## src/rtl/vdma_wr_arbiter.sv

```systemverilog
// Round-robin arbiter sharing one AXI write-burst engine among NCH channel controllers,
// with per-channel auto-incrementing start address and single-cycle resp/done pulses.
module vdma_wr_arbiter #(
  parameter int NCH        = 4,
  parameter int LSIZE      = 9,
  parameter int ADDR_W     = 32,
  parameter int BEAT_BYTES = 16
) (
  input  logic                  clock,
  input  logic                  rst_n,
  input  logic [NCH-1:0]        ch_burst_req,
  input  logic [NCH-1:0]        ch_tail_req,
  input  logic [NCH*LSIZE-1:0]  ch_len,
  input  logic [NCH*ADDR_W-1:0] ch_base,
  input  logic [NCH-1:0]        ch_frame_start,
  input  logic [NCH-1:0]        ch_abort,
  output logic [NCH-1:0]        ch_resp,
  output logic [NCH-1:0]        ch_done,
  output logic                  m_req,
  output logic [LSIZE-1:0]      m_len,
  output logic [ADDR_W-1:0]     m_addr,
  output logic                  m_tail,
  input  logic                  m_ack,
  input  logic                  m_done,
  output logic [2:0]            grant_id
);

  localparam int IW  = (NCH > 1) ? $clog2(NCH) : 1;
  localparam int BSH = $clog2(BEAT_BYTES);

  typedef enum logic [1:0] {IDLE, ISSUE, BUSY, GAP} state_t;

  state_t            state;
  logic [IW-1:0]     rr;
  logic [IW-1:0]     g;
  logic [IW-1:0]     sel;
  logic              any_req;
  logic [NCH-1:0]    req_vec;
  logic [ADDR_W-1:0] ptr [NCH];
  logic [ADDR_W-1:0] step;

  assign req_vec = ch_burst_req | ch_tail_req;
  assign step    = ADDR_W'(m_len) << BSH;

  // First requester strictly after the last grant, wrapping modulo NCH.
  always_comb begin
    int j;
    j       = 0;
    sel     = '0;
    any_req = 1'b0;
    for (int k = 1; k <= NCH; k++) begin
      j = int'(rr) + k;
      if (j >= NCH) j = j - NCH;
      if (!any_req && req_vec[j]) begin
        any_req = 1'b1;
        sel     = IW'(j);
      end
    end
  end

  always_ff @(posedge clock) begin
    if (!rst_n) begin
      state    <= IDLE;
      rr       <= '0;
      g        <= '0;
      ch_resp  <= '0;
      ch_done  <= '0;
      m_req    <= 1'b0;
      m_len    <= '0;
      m_addr   <= '0;
      m_tail   <= 1'b0;
      grant_id <= '0;
      for (int i = 0; i < NCH; i++) ptr[i] <= '0;
    end else begin
      ch_resp <= '0;
      ch_done <= '0;
      case (state)
        IDLE: begin
          if (any_req) begin
            g        <= sel;
            rr       <= sel;
            grant_id <= 3'(sel);
            m_len    <= ch_len[sel*LSIZE +: LSIZE];
            m_addr   <= ptr[sel];
            m_tail   <= ch_tail_req[sel];
            m_req    <= 1'b1;
            state    <= ISSUE;
          end
        end
        ISSUE: begin
          // An abort racing the ack wins: no resp and no pointer advance.
          if (ch_abort[g]) begin
            m_req <= 1'b0;
            state <= GAP;
          end else if (m_ack) begin
            m_req      <= 1'b0;
            ch_resp[g] <= 1'b1;
            ptr[g]     <= ptr[g] + step;
            if (m_done) begin
              ch_done[g] <= 1'b1;
              state      <= GAP;
            end else begin
              state <= BUSY;
            end
          end
        end
        BUSY: begin
          if (ch_abort[g]) begin
            state <= GAP;
          end else if (m_done) begin
            ch_done[g] <= 1'b1;
            state      <= GAP;
          end
        end
        GAP:     state <= IDLE;
        default: state <= IDLE;
      endcase
      // Placed after the FSM so a reload overrides a same-cycle advance.
      for (int i = 0; i < NCH; i++) begin
        if (ch_frame_start[i]) ptr[i] <= ch_base[i*ADDR_W +: ADDR_W];
      end
    end
  end

endmodule

```

## config.mk

```make
export PLATFORM = sky130hd
export DESIGN_NAME = vdma_wr_arbiter
export DESIGN_NICKNAME = d
export VERILOG_FILES = /design/src/rtl/vdma_wr_arbiter.sv
export SDC_FILE = /design/constraint.sdc
export NUM_CORES = 1
export LEC_CHECK = 0
export CAP_MARGIN = 20
export CORE_ASPECT_RATIO = 0.7
export CORE_UTILIZATION = 46
export DETAILED_ROUTE_END_ITERATION = 8
export GPL_TIMING_DRIVEN = 0
export PLACE_DENSITY = 0.75
export SLEW_MARGIN = 5
export SYNTH_ARGS = -nofsm -noshare
export SYNTH_HDL_FRONTEND = slang
export SYNTH_SLANG_ARGS = --single-unit
```

## constraint.sdc

```tcl
create_clock -name clock -period 4.28 [get_ports clock]
set_clock_uncertainty 0.05 [all_clocks]
set_input_delay 0.856 -clock clock [delete_from_list [all_inputs] [get_ports clock]]
set_output_delay 0.856 -clock clock [all_outputs]
set_load 0.03 [all_outputs]
```

# Yosys cells after proc, flatten, opt, wreduce, memory -nomap -nowiden
# Memories as Yosys holds them, arrays and structs flattened. A register that Yosys moved wholly into a read port is not among the register bits.
# Index checks and enable logic that the tools add are counted.
# W data, S select, Z words.
dict set report totals {
  ff_bits 23
  mem_bits_rw 128
  inputBits 184
  n_memories 1
}
dict set report classes {
  add_sub_neg 9
  multipliers 1
  magnitude_cmp 11
  eq_ne 10
  shifts 1
  n_mux 70
  bitwise 20
  n_reduce_logical 14
}
# name words width read_ports rd_ports_with_merged_regs write_ports line_no
set memory_table {}
lappend memory_table {ptr 4 32 2 2 5 39} ;# logic [ADDR_W-1:0] ptr [NCH];
# cell count
set ops {}
lappend ops {{$mux W32} 8}
lappend ops {{$lt A32 B4 Y1 const B} 4}
lappend ops {{$mux W1} 37}
lappend ops {{$shiftx A36 B7 Y9} 1}
lappend ops {{$add A32 B13 Y32} 1}
lappend ops {{$mux W2} 11}
lappend ops {{$mux W4} 4}
lappend ops {{$bmux W1 S2} 6}
lappend ops {{$eq A2 B2 Y1 const B} 6}
lappend ops {{$sub A3 B3 Y4 const B} 3}
lappend ops {{$ge A3 B3 Y1 const B} 3}
lappend ops {{$and A1 B1 Y1} 8}
lappend ops {{$pmux W2 S4} 1}
lappend ops {{$pmux W4 S2} 1}
lappend ops {{$not A1 Y1} 7}
lappend ops {{$add A2 B2 Y3 const B} 2}
lappend ops {{$lt A2 B3 Y1 const B} 2}
lappend ops {{$mul A2 B4 Y6 const B} 1}
lappend ops {{$ne A3 B3 Y1 const B} 2}
lappend ops {{$reduce_and A3 Y1} 2}
lappend ops {{$sub A4 B3 Y5 const B} 1}
lappend ops {{$add A2 B3 Y4 const B} 1}
lappend ops {{$ge A4 B3 Y1 const B} 1}
lappend ops {{$logic_and A1 B1 Y1} 4}
lappend ops {{13 further kinds} 19}

# Longest topological paths before layout
dict set report depth {
  ltp_word 19
  ltp_mapped 14
  depth_no_buf 10
}

# Worst setup path before layout
# No wires, ideal clock.
dict set report synth_path {
  path_kind {register to register}
  start {register (tool-made name)}
  end {memory ptr[0][27], data pin}
  setup_ns 0.266
  arrival_time_ns 3.976
  t_required_ns 3.964
  setup_slack_ns -0.012
  stages_incl_launch_ff 13
  path_buffers 4
  period_less_slack_ns 4.292
  cell_sequence {dfxtp_1 buf_6 buf_12 buf_2 buf_1 mux4_2 ha_1 a21o_1 a2111o_1 a21oi_1 nand4b_1 xor2_1 o21ai_0}
}
# element line_no
set synth_rtl {}
lappend synth_rtl {{to (decl)} 39}

==> metrics <==
max_cap viols 0; CP Data Arrival Time 4.31 ns; syn_area_per_cell 11.3 sq um; die height 129 um; RSZ-0062 raised after global routing no; worst vdd ir roughly 0.00036 V; area delta synth->final 32.9%; Vias/cell 6.30; initial core utilization 46.7%; placed instance count 1491; Final setup viols 0; count leader, synth nand2_1; Post-DRT Antenna Nets 0; WL per Instance roughly 25 um; worst reg2reg path endpoint ptr[0][17]; CTS Buffer Depth 2; vias in the first global route 9278; placed standard-cell area ~0.014 sq mm; Initial DRT Pass Iterations 5; Period minus WS final ~4.2 ns; Crit. Startpoint ch_abort[3]; crit path cell chain clkdlybuf4s50_1 > mux4_2 > and4b_1 > and3_1 > clkbuf_1 > nand2_1 > clkbuf_1 > nand3b_1 > buf_16 > buf_16; clk_lat worst skew 0.45 ns; r2r setup slk ~0.14 ns; Place WS -0.970 ns; first-pass GRT wire length 55700 um; commonest cells in the netlist nand2_1 (135), edfxtp_1 (128), o21ai_0 (80), dfxtp_1 (57), a22o_1 (50); Post CTS Setup Buffer Count 0; fin cells between 1500 and 2000; leak pwr 0.00521 uW; Fmax between 0.2 and 0.25 GHz; gpl congestion 0.941; all-layer global routing usage 32.5%; core area 0.0226 sq mm; Clock Sink Count 185; Required @ worst endpoint ~4.4 ns; CP endpoint kind flip-flop; FF+latch count, synth 185; synth warn 0; total die area between 0.02 and 0.025 sq mm; cell taking the most area after synthesis edfxtp_1; Worst setup SP type input pin; total power 8220 uW; setup_tns 0 ns; initial antenna violation count 0; status completed; slowest cell delay on critical path 0.73 ns; Post-synth top flop edfxtp_1; fin crit share approximately 98%; post-synthesis cell count approximately 940; PnR worst setup slack 0.0698 ns; top-area cell type share of the netlist area 36.4%; layout cells sized above 1 10.7%; H-tree lvl count 4; nets between 1000 and 1500; worst-path fanout max 13; Rows 46; Num CTS Buffers 17; Die Width 183 um; I/O pin count 238; Hold Vio Cnt, Final 0; detailed-route via count 9572; final wirelength 37900 um; cts hold-fix bufs 0; CTS resizes 1; Post-synth EDFFs 128; Max Transition Viols Final 0; Distinct cells, synth 61; post-synthesis sequential area ratio 47.1%; P per Cell Area 585 mW/mm^2; pin count of the biggest net entering global routing 29; slowest stage cell, crit path nand3b_1; post-DP HPWL 28000 um; Hold Path Origin m_addr[31]; grt total ovfl 0; root buffer cell clkbuf_16; reg2reg path depth 9; Slew @ Worst Pin 1.04 ns; mapped cell area 0.0106 sq mm; Worst Hold Class reg -> reg; normalized max-slew margin 30.5%; ant diodes 0; CTS tree yes; clock slew at reported path FFs 0.08 ns; critical path type in -> reg; post-synthesis net count roughly 1100; Synth area leaders edfxtp_1 (36%), dfxtp_1 (11%), mux4_2 (7.2%); design area 0.0141 sq mm; DRT iter0 DRCs between 1000 and 1500; Post-route DRC 0; asr flop ratio synth 0%; Port-buffer cells around 240; crit path capture ptr[3][9]
[flip-flops by register name, summed over array words and instances (netlist names), named ones only]
signal / flops
ptr: 128
ch_resp: 4
m_addr: 32
state: 2
m_req: 1
g: 2
m_tail: 1
m_len: 9
ch_done: 4
[logic make-up after synthesis]
logic type                 after synthesis  share of synthesized area (%)
and+or+nand+nor                        270                           12.9
AOI/OAI and AO/OA                      236                           15.6
DFF                                    185                           47.1
muxes                                  119                           16.4
buffers and inverters                   81                           3.64
xor gates and xnor gates                25                           2.07
adders and majority gates               18                           2.20
other                                    1                         0.0355
[per-layer routing]
layer	global-route usage, %	wire [um]	vias to the layer above
met5	0	0	-
met4	11.6	1060	0
met3	9.14	5130	99
met2	49.6	16500	767
met1	44.4	15200	4620
li1	-	-	4086
[cell type report]
cell class,instances,area [sq um]
well taps,312,390
clock inverters,12,106
clock buffers,20,458
flip-flops and latches,185,4980
repair buffers,244,2530
inverters,14,52.6
plain buffers,63,319
fillers,1785,8570
multi-input cells,669,5210
[metrics by stage]
stage                     utilization [%]  hold WS (ns)
after floorplan                         -         0.472
after global placement               58.9         0.429
after detailed placement             59.7         0.426
after CTS                            62.1         0.449
after global routing                 62.1         0.468
final                                62.1         0.449
[cell usage in the layout (no fill, tap or decap), drive strengths merged, types with 8 or more instances in the layout]
cell             n
mux2            53
mux4            34
mux2i           32
edfxtp         128
inv             19
or4              8
nand2          135
clkdlybuf4s50  236
xnor2           18
nand3           12
o21ai           97
clkbuf          65
nor3b           26
a211oi          13
dfxtp           57
and2            20
ha              17
o211ai           8
a221o           31
a22o            50
a21oi           19
buf             26
nor2            34
[power breakdown]
group          total [uW]  switching (uW)  leakage [uW]  internal [uW]
Clock                1560             759      0.000267            796
Combinational        4210            2520       0.00307           1690
Sequential           2460             233       0.00188           2220
Total                8220            3510       0.00521           4710
[critical path, delay by kind of cell]
family	cells	cell delay, ns
AND/OR/NAND/NOR	4	1.45
buffers and inverters	5	1.46
multiplexers	1	0.52
[how the worst min path moves through the flow]
stage	endpoint	slack [ns]	depth (start not counted)
final	m_addr[31]	0.45	1
after global routing	m_addr[8]	0.47	1
after CTS	m_addr[31]	0.45	1
after detailed placement	m_addr[31]	0.43	1
after global placement	m_addr[26]	0.43	1
after floorplan	state[0]	0.47	2
(Power assumes the default switching activity.)
